===== src/rtl/arm_fetch.sv =====
// Instruction fetch stage: PC generation, credit-limited imem requests, and an
// in-order instruction queue toward the decoder with redirect flush/discard.
module arm_fetch #(
    parameter logic [31:0] RESET_PC = 32'h0000_0000,
    parameter int          QDEPTH   = 4
) (
    input  logic        clk,
    input  logic        rst,
    output logic        imem_req_valid,
    output logic [31:0] imem_req_addr,
    input  logic        imem_req_ready,
    input  logic        imem_rsp_valid,
    input  logic [31:0] imem_rsp_data,
    input  logic        redirect_valid,
    input  logic [31:0] redirect_pc,
    output logic        ins_valid,
    output logic [31:0] ins,
    output logic [31:0] ins_pc,
    input  logic        ins_ready
);
    localparam int PW = $clog2(QDEPTH);
    localparam int CW = PW + 1;
    localparam logic [CW:0] QD = (CW+1)'(QDEPTH);

    typedef struct packed {
        logic [31:0] pc;
        logic [31:0] word;
    } entry_t;

    entry_t        q [QDEPTH];
    logic [PW-1:0] head, tail;
    logic [CW-1:0] count, outstanding, discard;
    logic [CW:0]   inflight;
    logic [31:0]   fetch_pc, rsp_pc, redir_pc;
    logic          req_fire, rsp_take, push, pop;

    // Credits cover both queued words and requests still in flight, so a
    // returning word always has a free slot.
    assign inflight       = {1'b0, outstanding} + {1'b0, count};
    assign imem_req_valid = !rst && !redirect_valid && (inflight < QD);
    assign imem_req_addr  = fetch_pc;
    assign redir_pc       = redirect_pc & ~32'h3;

    assign req_fire = imem_req_valid && imem_req_ready;
    assign rsp_take = imem_rsp_valid && (outstanding != '0);
    assign push     = rsp_take && (discard == '0) && !redirect_valid;
    assign pop      = ins_valid && ins_ready && !redirect_valid;

    assign ins_valid = (count != '0);
    assign ins       = q[head].word;
    assign ins_pc    = q[head].pc;

    always_ff @(posedge clk) begin
        if (rst) begin
            fetch_pc    <= RESET_PC;
            rsp_pc      <= RESET_PC;
            head        <= '0;
            tail        <= '0;
            count       <= '0;
            outstanding <= '0;
            discard     <= '0;
            for (int i = 0; i < QDEPTH; i++) q[i] <= '0;
        end else begin
            outstanding <= outstanding + CW'(req_fire) - CW'(rsp_take);
            if (redirect_valid) begin
                // Every request still out belongs to the old stream.
                fetch_pc <= redir_pc;
                rsp_pc   <= redir_pc;
                head     <= '0;
                tail     <= '0;
                count    <= '0;
                discard  <= outstanding - CW'(rsp_take);
            end else begin
                if (req_fire) fetch_pc <= fetch_pc + 32'd4;
                if (rsp_take && discard != '0) discard <= discard - CW'(1);
                if (push) begin
                    q[tail] <= entry_t'{pc: rsp_pc, word: imem_rsp_data};
                    tail    <= tail + PW'(1);
                    rsp_pc  <= rsp_pc + 32'd4;
                end
                if (pop) head <= head + PW'(1);
                count <= count + CW'(push) - CW'(pop);
            end
        end
    end
endmodule


===== config.mk =====
export PLATFORM = sky130hd
export DESIGN_NAME = arm_fetch
export DESIGN_NICKNAME = d
export VERILOG_FILES = /design/src/rtl/arm_fetch.sv
export SDC_FILE = /design/constraint.sdc
export NUM_CORES = 1
export LEC_CHECK = 0
export ABC_CLOCK_PERIOD_IN_PS = 6600
export BUFFER_PORTS_ARGS = -buffer_cell sky130_fd_sc_hd__buf_2
export CAP_MARGIN = 10
export CORE_MARGIN = 5
export CORE_UTILIZATION = 30
export DETAILED_ROUTE_END_ITERATION = 7
export PLACE_DENSITY_LB_ADDON = 0.12
export SLEW_MARGIN = 20
export SYNTH_ARGS = -nofsm -noshare
export SYNTH_HDL_FRONTEND = slang
export SYNTH_SLANG_ARGS = --single-unit

===== constraint.sdc =====
create_clock -name clk -period 6.6 [get_ports clk]
set_input_delay 0.66 -clock clk [delete_from_list [all_inputs] [get_ports clk]]
set_output_delay 0.66 -clock clk [all_outputs]
set_load 0.1 [all_outputs]

After elaboration in Yosys (flattened, before gate mapping). Memory sizes are Yosys's and may differ from the RTL's. A register that Yosys moved wholly into a read port is not among the register bits. Index checks and enable logic that the tools add are counted.

Memory bits (writable): 256. Output and inout bits: 98. Word-level logic and storage cells: 59. Bits of input ports: 70. Register bits after elaboration: 77. Memories kept: 1.

Reductions and logical operators: 20. Order comparisons: 1. Mux-type cells: 17. Add/sub/neg operators: 11.

Memories: q (depth 4, width 64, read ports 1, clocked after Yosys merged registers in 1, write ports 4, line 30) `entry_t q [QDEPTH];`.

Operators with widths (number): 32-bit 2-to-1 mux (4); 32-bit by 3-bit adder with 32-bit output, second input constant (2); 64-bit 2-to-1 mux (1); 64-bit OR reduction (1); 1-bit logical AND (9); 3-bit nonzero test (3); 3-bit by 1-bit subtractor with 3-bit output (3); 1-bit 2-to-1 mux (7); 3-bit by 1-bit adder with 3-bit output (2); 2-bit 2-to-1 mux (3); 3-bit 2-to-1 mux (2); 2-bit nonzero test (3); 2-bit by 1-bit adder with 2-bit output, second input constant (2); 3-bit by 3-bit adder with 4-bit output (1); 4-bit by 3-bit less-than comparator with 1-bit output, second input constant (1); 3-bit logical NOT (1); 3-bit by 1-bit subtractor with 3-bit output, second input constant (1); 1-bit logical NOT (2); 2-bit OR reduction (1).

Longest topological paths before layout. Gate-level depths: netlist of run 1.

Depth after elaboration: 10. Mapped depth: 14. Gate-level depth less buffers: 13.

Worst setup path after synthesis of run 1. OpenSTA, ideal clock, no wires.

Path type: input to output. From: input port redirect_valid. To: output port imem_req_valid. Path slack: 1.898 ns. Arrival: 4.042 ns. Path buffers: 1. Stages: 3. Required time: 5.940 ns. Path through: buf_6 > or3_4 > nor4_1.

Longest elaborated chain between the ends: 3.

RTL lines: start, declared (line 14) `input logic redirect_valid,`; 1-bit logical NOT (line 40) `assign imem_req_valid = !rst && !redirect_valid && (inflight < QD);`; 1-bit logical AND (2 in a row) (line 40); end, declared (line 9) `output logic imem_req_valid,`.

Every way passes these cells.

==> results of run 1 <==
## cell type report
class / count / area [sq um]
fill: 4838 / 31500
sequential: 323 / 8960
multi-input combinational: 691 / 5540
clock buffer: 48 / 988
timing repair buffer: 176 / 918
tap: 664 / 831
clock inverter: 20 / 186
inverter: 32 / 120
## logic make-up (layout without fill, tap and decap cells)
kind of cell               Yosys count  count (layout)  share of synthesized area
AOI/OAI and AO/OA                  109             109                     0.0484
other                                1               4                   0.000252
buffers and inverters              112             276                     0.0317
muxes                               71              71                      0.100
xor gates and xnor gates            40              40                     0.0235
adders and majority gates           14              14                     0.0128
and+or+nand+nor                    453             453                      0.183
DFF                                323             323                      0.600
## state kept, by name, summed over array words and instances, names as in the netlist, named ones only
| register | flops |
|---|---|
| count | 3 |
| discard | 3 |
| head | 2 |
| imem_req_addr | 30 |
| outstanding | 3 |
| q | 248 |
| rsp_pc | 30 |
| tail | 2 |
## layer usage
| layer | vias to the layer above | global-route usage |
|---|---|---|
| met3 | 48 | 0.0264 |
| li1 | 4427 | - |
| met1 | 4773 | 0.208 |
| met4 | 0 | 0.0406 |
| met2 | 224 | 0.250 |
| met5 | - | 0 |
## worst min-delay path, stage by stage
cell	delay, ns
buf_2	0.09
nand2_1	0.04
nand2_1	0.05
## cells in the final DEF (no fill, tap or decap), drive strengths merged, types with 5 or more instances in the layout
cell	count
edfxtp	248
xnor2	21
a21oi	34
and4	5
and3	68
o21ai	13
nor4	17
nand3	26
a211oi	9
dfxtp	75
nand2	46
buf	176
o21a	7
clkinv	14
a21boi	12
clkbuf	48
nor3	20
mux4	62
o31a	6
mux2	7
inv	34
nor2	43
xor2	19
and2	183
or3	10
ha	12
a311oi	5
a31oi	6
nand4	22
## stage by stage
stage | worst slack, ns | total power, mW | hold slack, ns | util | cells
3_3_place_gp | 2.73 | 3.33 | 0.506 | 0.334 | 1886
5_1_grt | 2.62 | 5.53 | 0.324 | 0.358 | 1954
6_report | 2.88 | 5.31 | 0.330 | 0.358 | 1954
2_1_floorplan | 1.90 | 3.09 | 0.485 | - | 1126
4_1_cts | 2.71 | 5.39 | 0.300 | 0.358 | 1954
3_5_place_dp | 2.71 | 3.33 | 0.513 | 0.334 | 1886
## power by group through the flow
stage | registers (mW) | logic (mW) | clock network [mW]
floorplan | 2.49 | 0.597 | 0
global placement | 2.44 | 0.884 | 0
detailed placement | 2.45 | 0.887 | 0
CTS | 2.40 | 0.890 | 2.10
global route | 2.42 | 0.933 | 2.18
finish | 2.40 | 0.871 | 2.04
## how the worst max path moves through the flow
stage	from	endpoint	slack, ns	depth (start not counted)
after floorplan	redirect_valid	imem_req_valid	1.90	3
after global placement	rst	q[0][2]	2.73	7
after detailed placement	rst	q[0][15]	2.71	7
after CTS	flip-flop	ins_pc[6]	2.71	3
after global routing	flip-flop	ins_pc[6]	2.62	3
final	flip-flop	ins[30]	2.88	3
## Yosys cell counts, types with 6 or more instances
cell / count
xor2_1: 19
a211oi_1: 9
and3_1: 68
nand3_1: 23
buf_2: 10
clkbuf_1: 60
edfxtp_1: 248
or3_1: 9
nor2_1: 42
xnor2_1: 21
o21a_1: 7
nor3_1: 12
inv_1: 30
nand2_1: 45
o21ai_0: 13
dfxtp_1: 75
ha_1: 12
o31a_1: 6
a21boi_0: 8
nand4_1: 20
mux4_2: 62
nor4_1: 15
and2_1: 183
a21oi_1: 34
a31oi_1: 6
==> metrics.md, run 1 <==
| Metric | Value |
|---|---|
| Status | `finished, final reports clean` |
| Post-synth top area cell | `edfxtp_1` |
| P_int | `3.70 mW` |
| Vias in the first global route | `9,819` |
| Critical path's top delay family | `buffers and inverters` |
| Max cap viols | `0` |
| Reg-to-reg setup timing slack | `3.04 ns` |
| Max-slew headroom | `0.322` |
| Slew Viols, Final | `0` |
| Synth Cell Area | `0.0149 sq mm` |
| Reg2Reg Depth | `9` |
| Leak | `6.64 nW` |
| Routability cong. | `0.766` |
| P&R area growth vs syn | `17.7%` |
| Switching power total | `1.61 mW` |
| Worst-path clk slew | `0.06 ns` |
| Total gr overflow | `0` |
| CP bufs+invs | `2` |
| Top FF cell, synth | `edfxtp_1` |
| IO buf count | `161` |
| Syn avg cell area | `13.3 sq um` |
| Routed len/inst | `21.1 microns` |
| Req. time, crit path | `5.94 ns` |
| Final setup skew | `0.0237 ns` |
| Clock Tree Root | `clkbuf_16` |
| DP Area | `0.0164 sq mm` |
| Ys async rst share | `0` |
| Maximum buffer depth of the clock tree | `3` |
| Unrepaired setup endpoints after global routing | `false` |
| Wire length on met3 | `1820 microns` |
| Power per Cell Area | `303 mW/mm^2` |
| Routed via count | `9,472` |
| Nets | `1,346` |
| Largest net degree at the start of global routing | `65` |
| Seq cells post-synth | `323` |
| Post-CTS Setup Bufs | `0` |
| Largest stage delay, worst path | `0.86 ns` |
| Initial Util | `0.304` |
| Hold Path End | `imem_req_addr[10]` |
| First-pass GRT wire length | `62,200 microns` |
| Layout cell share with drive strength beyond 1 | `0.251` |
| CP startpoint kind | `flip-flop` |
| Ys Warns | `0` |
| CTS resizes | `0` |
| Clk_lat worst skew | `0.56 ns` |
| Die area | `0.0542 sq mm` |
| Top cells by area, synth | `edfxtp_1 (50%), dfxtp_1 (10%), mux4_2 (9.4%), and2_1 (7.7%), and3_1 (2.9%)` |
| CTS tree | `built` |
| Clock sinks | `323` |
| First-pass detailed-route iteration total | `4` |
| Post-route minimum period | `3.72 ns` |
| Tcrit/Tclk final | `0.564` |
| Final setup fails | `0` |
| Area share of the largest cell type after synthesis | `0.500` |
| Comb pwr share | `0.164` |
| Total CTS buffers | `38` |
| Post-DRT Antenna Nets | `0` |
| Hold path cells | `3` |
| Drc violations | `0` |
| H-tree depth | `2` |
| Seq/Total Area, Yosys | `0.600` |
| CP max stage cell | `dfxtp_4` |
| Max IR drop VDD | `170 uV` |
| ANT cells | `0` |
| Fmax achieved | `269 MHz` |
| WL final | `41,300 microns` |
| Switching share of total power | `0.304` |
| Worst Hold Class | `in2reg` |
| Share of total power in the clock network | `0.384` |
| Library cells used by synthesis | `65` |
| Critical path class | `reg2out` |
| Top sig layer | `met4` |
| Final Hold Fails | `0` |
| Initial antenna violation count | `1` |
| Crit path DAT | `3.06 ns` |
| DR iter-0 viols | `522` |
| Fin Setup TNS | `0 ns` |
| I/O pin count | `168` |
| Crit path max fanout | `33` |
| FP Rows | `81` |
| Detailed Place HPWL | `24,700 microns` |
| # hold bufs at CTS | `0` |
| R2R Path End | `q[0][41]` |
| Die W | `233 microns` |
| CP Cell Sequence | `buf_4 > mux4_2 > buf_2` |
| Met1 WL | `18,900 microns` |
| Crit. End Element | `output port` |
| Die height | `233 microns` |
| Hold Startpoint | `redirect_pc[10]` |
| Post-synth EDFFs | `248` |
| Vias per std cell | `4.85` |
| Post-route cell area | `0.0175 sq mm` |
| Core area | `0.0491 sq mm` |
| DR WL met2 | `19,800 microns` |
| GRT Overall Usage | `0.152` |
| Post-Syn Instances | `1,123` |
| Worst-Margin Slew | `1.01 ns` |
| Share of power burned in registers | `0.452` |
| R2r startpoint | `discard[0]` |
No activity file was read; power rests on OpenSTA's default activity.
==> run 2, diff against run 1 <==
Settings changed: ABC_AREA from default to 1, ABC_CLOCK_PERIOD_IN_PS 6600 to 3400.
Clock period 6.6 ns to 3.4 ns, I/O delays scaled along.
==> run 2 against run 1 <==
Utilization increased by 0.49 points. Via count rose by 35%. Largest cell class unchanged. Worst hold slack got worse by 0.25 ns. Largest power group unchanged. Clock-buffer cell count grew 15. Sequential share of layout area is 3.2 points lower. Cell area grew 6.7%. Wire length up 19%. Combinational power increased by 110%.
==> metrics.md, run 2 <==
| Metric | Value |
|---|---|
| Critical path's top delay family | `buffers and inverters (unchanged)` |
| H-tree depth | `2 (unchanged)` |
| ANT cells | `0 (unchanged)` |
| First-pass detailed-route iteration total | `5 (was 4)` |
| P&R area growth vs syn | `19.2% (was 17.7%)` |
| R2r startpoint | `discard[0] (unchanged)` |
| CTS resizes | `0 (unchanged)` |
| Final setup fails | `0 (unchanged)` |
| Area share of the largest cell type after synthesis | `0.474 (was 0.500)` |
| Post-route minimum period | `2.94 ns` |
| Syn avg cell area | `8.68 sq um (was 13.3 sq um)` |
| Maximum buffer depth of the clock tree | `3 (unchanged)` |
| Worst-path clk slew | `0.05 ns (was 0.06 ns)` |
| Initial antenna violation count | `0 (was 1)` |
| Multiplexer share of the synthesized area | `0 (was 0.100)` |
| Ys async rst share | `0 (unchanged)` |
| CP startpoint kind | `flip-flop (unchanged)` |
| Max-slew headroom | `0.290 (was 0.322)` |
| Hold path cells | `3 (unchanged)` |
| Max IR drop VDD | `368 uV (was 170 uV)` |
| Cell Count Post-Placement | `2,593 (was 1,886)` |
| Clock Tree Root | `clkbuf_16 (unchanged)` |
| Reg2Reg Depth | `9 (unchanged)` |
| CP bufs+invs | `2 (unchanged)` |
| # hold bufs at CTS | `0 (unchanged)` |
| Req. time, crit path | `3.06 ns (was 5.94 ns)` |
| Unrepaired setup endpoints after global routing | `false (unchanged)` |
| Drc violations | `0 (unchanged)` |
| Post-synth top area cell | `edfxtp_1 (unchanged)` |
| First-pass GRT wire length | `74,700 microns (was 62,200 microns)` |
| Status | `finished, final reports clean (unchanged)` |
| Fin Setup TNS | `0 ns (unchanged)` |
| Core area | `0.0516 sq mm (was 0.0491 sq mm)` |
| Tcrit/Tclk final | `0.863` |
| Synth top cells by count | `nor2_1 (432), edfxtp_1 (248), nand2_1 (247) (was edfxtp_1 (248), and2_1 (183), dfxtp_1 (75))` |
| Max cap viols | `0 (unchanged)` |
| Complex-gate fraction of the synthesized area | `0.102 (was 0.0484)` |
| Seq/Total Area, Yosys | `0.570 (was 0.600)` |
| Die height | `239 microns (was 233 microns)` |
| Die area | `0.0570 sq mm (was 0.0542 sq mm)` |
| Number of flip-flops in the largest register | `248 (unchanged)` |
| Largest net degree at the start of global routing | `103 (was 65)` |
| Post-CTS Setup Bufs | `0 (unchanged)` |
| Total CTS buffers | `40 (was 38)` |
| FP Rows | `83 (was 81)` |
| Finished Layout Cells | `2,666 (was 1,954)` |
| Fmax achieved | `341 MHz` |
| Layout cell share with drive strength beyond 1 | `0.154 (was 0.251)` |
| Routed via count | `12,800 (was 9,472)` |
| Critical path class | `reg2out (unchanged)` |
| Top cells by area, synth | `edfxtp_1 (47%), nor2_1 (10%), dfxtp_1 (9.6%), nand2_1 (5.9%), o21ai_0 (5.7%) (was edfxtp_1 (50%), dfxtp_1 (10%), mux4_2 (9.4%), and2_1 (7.7%), and3_1 (2.9%))` |
| Routability cong. | `0.860 (was 0.766)` |
| Worst Hold Slack | `0.0772 ns (was 0.330 ns)` |
| Reg-to-reg setup timing slack | `0.75 ns (was 3.04 ns)` |
| Routed len/inst | `18.4 microns (was 21.1 microns)` |
| Post-synth EDFFs | `248 (unchanged)` |
| Final setup skew | `0.0206 ns (was 0.0237 ns)` |
| Synth Cell Area | `0.0157 sq mm (was 0.0149 sq mm)` |
| IO buf count | `161 (unchanged)` |
| Post-Syn Instances | `1,810 (was 1,123)` |
| Hold Startpoint | `redirect_pc[25] (was redirect_pc[10])` |
| Crit. End Element | `output port (unchanged)` |
| Most common cell after layout, fill and taps aside | `nor2_1 (was edfxtp_1)` |
| Largest family of logic cells by synthesized area | `simple AND/OR/NAND/NOR gates (unchanged)` |
| Clock sinks | `323 (unchanged)` |
| Final Hold Fails | `0 (unchanged)` |
| CTS tree | `built (unchanged)` |
| Post-synthesis simple-gate area fraction | `0.232 (was 0.183)` |
| Crit path DAT | `2.60 ns (was 3.06 ns)` |
| GRT Overall Usage | `0.167 (was 0.152)` |
| Ys Warns | `0 (unchanged)` |
| Detailed Place HPWL | `31,300 microns (was 24,700 microns)` |
| Leak | `7.35 nW (was 6.64 nW)` |
| Crit path max fanout | `102 (was 33)` |
| Top FF cell, synth | `edfxtp_1 (unchanged)` |
| CP Cell Sequence | `buf_12 > o21ai_0 > o22ai_1 > buf_2 (was buf_4 > mux4_2 > buf_2)` |
| Slew Viols, Final | `0 (unchanged)` |
| Clk_lat worst skew | `0.57 ns (was 0.56 ns)` |
| Nets | `2,039 (was 1,346)` |
| Largest stage delay, worst path | `0.57 ns (was 0.86 ns)` |
| R2R Path End | `q[1][54] (was q[0][41])` |
| CP max stage cell | `dfxtp_4 (unchanged)` |
| I/O pin count | `168 (unchanged)` |
| Initial Util | `0.304 (about the same)` |
| Worst Hold Class | `in2reg (unchanged)` |
| Post-route cell area | `0.0187 sq mm (was 0.0175 sq mm)` |
| Vias in the first global route | `12,600 (was 9,819)` |
| Hold Path End | `imem_req_addr[25] (was imem_req_addr[10])` |
| Post-DRT Antenna Nets | `0 (unchanged)` |
| Seq cells post-synth | `323 (unchanged)` |
| DP Area | `0.0174 sq mm (was 0.0164 sq mm)` |
| Register name with the most flops | `q (unchanged)` |
| Power per Cell Area | `582 mW/mm^2 (was 303 mW/mm^2)` |
| Total gr overflow | `0 (unchanged)` |
| DR iter-0 viols | `789 (was 522)` |
| Adder-cell share of the synthesized area | `0.0121 (was 0.0128)` |
| Die W | `239 microns (was 233 microns)` |
| Vias per std cell | `4.81 (was 4.85)` |
| Most frequent cells in the layout | `nor2_1 (432), edfxtp_1 (248), nand2_1 (245), inv_1 (181), o21ai_0 (176) (was edfxtp_1 (248), and2_1 (183), buf_2 (161), dfxtp_1 (73), and3_1 (68))` |
| Post-synthesis xor/xnor area fraction | `0.00725 (was 0.0235)` |
| WL final | `49,000 microns (was 41,300 microns)` |
| Worst-Margin Slew | `1.06 ns (was 1.01 ns)` |
| Most frequent cell after synthesis | `nor2_1 (was edfxtp_1)` |
| Library cells used by synthesis | `38 (was 65)` |
==> run 2: changes by cell type in the layout (fill, tap and decap cells not counted), sizes merged, moves of 34 or more <==
cell	delta
and2	-182
and3	-68
inv	+166
mux4	-62
nand2	+203
nand3	+69
nor2	+407
nor3	+34
o21ai	+166
o22ai	+64
==> run 2: layout make-up <==
type | instances | area (sq um)
well taps | 680 | 851
multi-input cells | 1194 | 5610
clock inverters | 10 | 154
fillers | 5408 | 32900
inverters | 201 | 758
flip-flops and latches | 323 | 8950
clock buffers | 63 | 1190
repair buffers | 195 | 1200
==> run 2: worst max-delay path by stage <==
stage          cells after the start  startpoint         end  slack (ns)
4_1_cts                            4   flip-flop  ins_pc[19]        0.30
2_1_floorplan                      9  discard[0]     q[2][0]       -1.06
5_1_grt                            4   flip-flop  ins_pc[27]        0.29
3_5_place_dp                       9  discard[0]    q[1][54]        0.72
6_report                           4   flip-flop  ins_pc[19]        0.46
3_3_place_gp                       9  discard[0]    q[1][54]        0.72
==> run 2: routing by layer <==
metal,routed length (microns),GRT usage
met4,904,0.0362
met3,2340,0.0302
met1,22600,0.228
met2,23200,0.280
met5,0,0
==> run 2: stage by stage <==
| step | power [mW] | worst slack, ns | utilization |
|---|---|---|---|
| detailed placement | 6.63 | 0.723 | 0.337 |
| global route | 11.4 | 0.294 | 0.363 |
| floorplan | 6.12 | -1.06 | - |
| CTS | 11.1 | 0.299 | 0.363 |
| global placement | 6.62 | 0.722 | 0.337 |
| finish | 10.9 | 0.465 | 0.363 |
==> run 2: logic make-up after synthesis <==
group,after synthesis
compound gates,299
simple gates,864
flops,323
other cells,1
buf+inv,296
xor+xnor,13
fa+ha+maj,14
==> run 2: where the power goes <==
part           leakage [nW]  internal (mW)  total, mW  switching (mW)
clock                 0.658           2.64       4.37            1.73
combinational          3.51          0.370       1.87            1.50
sequential             3.18           4.50       4.65           0.149
total                  7.35           7.51       10.9            3.38
==> run 2: tightest hold or removal path: stages <==
cell,delay (ns)
buf_2,0.11
nand2_1,0.08
nand2_1,0.07
==> run 3, diff against run 2 <==
Settings changed: CORE_UTILIZATION 30 to 35.
==> run 3 against run 2 <==
Wire length is 4.6% lower. Clock-buffer cell count is 16 lower. Combinational power hardly changed. Die area is 14% lower. Sequential cell count stayed put. Clock power is 6.6% lower. Largest power group unchanged. Cell area is 1.5% lower.
==> metrics.md, run 3 (synthesis results as in run 2) <==
| Metric | Value |
|---|---|
| Status | `finished, final reports clean (unchanged)` |
| Max IR drop VDD | `301 uV (was 368 uV)` |
| Crit. End Element | `output port (unchanged)` |
| Worst-Margin Slew | `1.06 ns (about the same)` |
| Power per Cell Area | `574 mW/mm^2 (was 582 mW/mm^2)` |
| Reg2Reg Depth | `9 (unchanged)` |
| Post-route minimum period | `3.08 ns (was 2.94 ns)` |
| Routed len/inst | `18.2 microns (was 18.4 microns)` |
| Util after Layout | `0.416 (was 0.363)` |
| CP bufs+invs | `3 (was 2)` |
| Initial Util | `0.354 (was 0.304)` |
| H-tree depth | `2 (unchanged)` |
| Post-CTS Setup Bufs | `0 (unchanged)` |
| Core area | `0.0443 sq mm (was 0.0516 sq mm)` |
| Maximum buffer depth of the clock tree | `3 (unchanged)` |
| Most frequent cells in the layout | `nor2_1 (432), edfxtp_1 (248), nand2_1 (245), inv_1 (181), o21ai_0 (176) (unchanged)` |
| IO buf count | `161 (unchanged)` |
| Final setup fails | `0 (unchanged)` |
| Crit path DAT | `2.74 ns (was 2.60 ns)` |
| Clk_lat worst skew | `0.57 ns (about the same)` |
| Finished Layout Cells | `2,572 (was 2,666)` |
| Total gr overflow | `0 (unchanged)` |
| GRT Overall Usage | `0.184 (was 0.167)` |
| Clock sinks | `323 (unchanged)` |
| Final Hold Fails | `0 (unchanged)` |
| CTS resizes | `0 (unchanged)` |
| Comb pwr share | `0.175 (was 0.172)` |
| Req. time, crit path | `3.06 ns (about the same)` |
| Routability cong. | `0.916 (was 0.860)` |
| Detailed Place HPWL | `29,300 microns (was 31,300 microns)` |
| CP Cell Sequence | `clkinv_2 > buf_12 > o21ai_0 > o22ai_1 > buf_2 (was buf_12 > o21ai_0 > o22ai_1 > buf_2)` |
| Total CTS buffers | `39 (was 40)` |
| CP startpoint kind | `flip-flop (unchanged)` |
| Vias per std cell | `4.98 (was 4.81)` |
| Crit path max fanout | `58 (was 102)` |
| ANT cells | `0 (unchanged)` |
| CP max stage cell | `dfxtp_4 (unchanged)` |
| P_int | `7.23 mW (was 7.51 mW)` |
| Leak | `7.27 nW (was 7.35 nW)` |
| FP Rows | `77 (was 83)` |
| First-pass GRT wire length | `72,300 microns (was 74,700 microns)` |
| Largest stage delay, worst path | `0.70 ns (was 0.57 ns)` |
| # hold bufs at CTS | `0 (unchanged)` |
| Cell depth of the worst setup path | `5 (was 4)` |
| Unrepaired setup endpoints after global routing | `false (unchanged)` |
| Clock Tree Root | `clkbuf_16 (unchanged)` |
| Worst-path clk slew | `0.06 ns (was 0.05 ns)` |
| Share of total power in the clock network | `0.386 (was 0.401)` |
| Pre-CTS setup slack | `0.713 ns (was 0.723 ns)` |
| Final worst slack | `0.322 ns (was 0.465 ns)` |
| DR iter-0 viols | `875 (was 789)` |
| Tcrit/Tclk final | `0.905 (was 0.863)` |
| WL final | `46,800 microns (was 49,000 microns)` |
| Vias in the first global route | `12,700 (was 12,600)` |
| Fin Setup TNS | `0 ns (unchanged)` |
| Layout cell share with drive strength beyond 1 | `0.152 (was 0.154)` |
| Die area | `0.0492 sq mm (was 0.0570 sq mm)` |
| Hold path cells | `3 (unchanged)` |
| Worst Hold Class | `in2reg (unchanged)` |
| Drc violations | `0 (unchanged)` |
| Slew Viols, Final | `0 (unchanged)` |
| Initial antenna violation count | `0 (unchanged)` |
| Critical path's top delay family | `buffers and inverters (unchanged)` |
| Nets | `2,034 (was 2,039)` |
| Max-slew headroom | `0.289 (was 0.290)` |
| Max cap viols | `0 (unchanged)` |
| Die W | `222 microns (was 239 microns)` |
| I/O pin count | `168 (unchanged)` |
| Post-DRT Antenna Nets | `0 (unchanged)` |
| P&R area growth vs syn | `17.3% (was 19.2%)` |
| Final setup skew | `0.0214 ns (was 0.0206 ns)` |
| Most common cell after layout, fill and taps aside | `nor2_1 (unchanged)` |
| Critical path class | `reg2out (unchanged)` |
| First-pass detailed-route iteration total | `5 (unchanged)` |
| Fmax achieved | `325 MHz (was 341 MHz)` |
| Largest net degree at the start of global routing | `64 (was 103)` |
| Switching power total | `3.35 mW (was 3.38 mW)` |
| Share of power burned in registers | `0.440 (was 0.427)` |
| Die height | `222 microns (was 239 microns)` |
| Routed via count | `12,800 (about the same)` |
| Register name with the most flops | `q (unchanged)` |
| CTS tree | `built (unchanged)` |
| Number of flip-flops in the largest register | `248 (unchanged)` |
| Total power | `10.6 mW (was 10.9 mW)` |
| Switching share of total power | `0.317 (was 0.310)` |
| Cell Count Post-Placement | `2,501 (was 2,593)` |
run 3: cell types whose count changed in the layout (fill, tap and decap cells not counted), sizes merged:
cell | previous run | this run
clkinv | 8 | 20
inv | 200 | 201
clkbuf | 63 | 47
buf | 195 | 191
clkinvlp | 0 | 1
run 3: cell type report:
| cell class | count | area, sq um |
|---|---|---|
| Clock inverter | 24 | 225 |
| Tap cell | 592 | 741 |
| Timing Repair Buffer | 191 | 1130 |
| Multi-Input combinational cell | 1194 | 5610 |
| Clock buffer | 47 | 1010 |
| Fill cell | 4511 | 25900 |
| Sequential cell | 323 | 8950 |
| Inverter | 201 | 758 |
run 3: power groups by stage:
stage	clock, mW	sequential (mW)	combinational [mW]
CTS	4.19	4.65	1.88
global placement	0	4.73	1.86
floorplan	0	4.87	1.25
finish	4.08	4.65	1.85
global route	4.37	4.68	2.01
detailed placement	0	4.73	1.87
run 3: worst reg2reg max path, cell delays in order (launching register included):
cell and delay, ns:
dfxtp_1 0.30, inv_1 0.09, ha_1 0.16, inv_1 0.05, nor2_1 0.11, nand3_2 0.10
nor2_1 0.13, inv_1 0.16, o21ai_4 0.84, buf_4 0.38
run 3: routing by layer:
metal / track usage / vias to the layer above / wire length (microns)
met5: 0 / - / 0
met4: 0.0402 / 0 / 810
met3: 0.0350 / 55 / 2330
met2: 0.301 / 296 / 21500
met1: 0.256 / 6176 / 22100
li1: - / 6280 / -
run 3: worst paths after layout:
kind                   startpoint           endpoint  slack (ns)
hold reg to reg        discard[1]         discard[1]        0.46
setup reg to reg       discard[0]            q[1][1]        0.78
setup / recovery        flip-flop         ins_pc[22]        0.32
hold / removal    redirect_pc[10]  imem_req_addr[10]        0.06
run 3: through the flow:
stage,hold slack [ns],instance area (sq um)
6_report,0.0625,18400
5_1_grt,0.0618,18400
4_1_cts,0.0407,18400
3_5_place_dp,0.456,17200
3_3_place_gp,0.446,17200
2_1_floorplan,0.437,15700
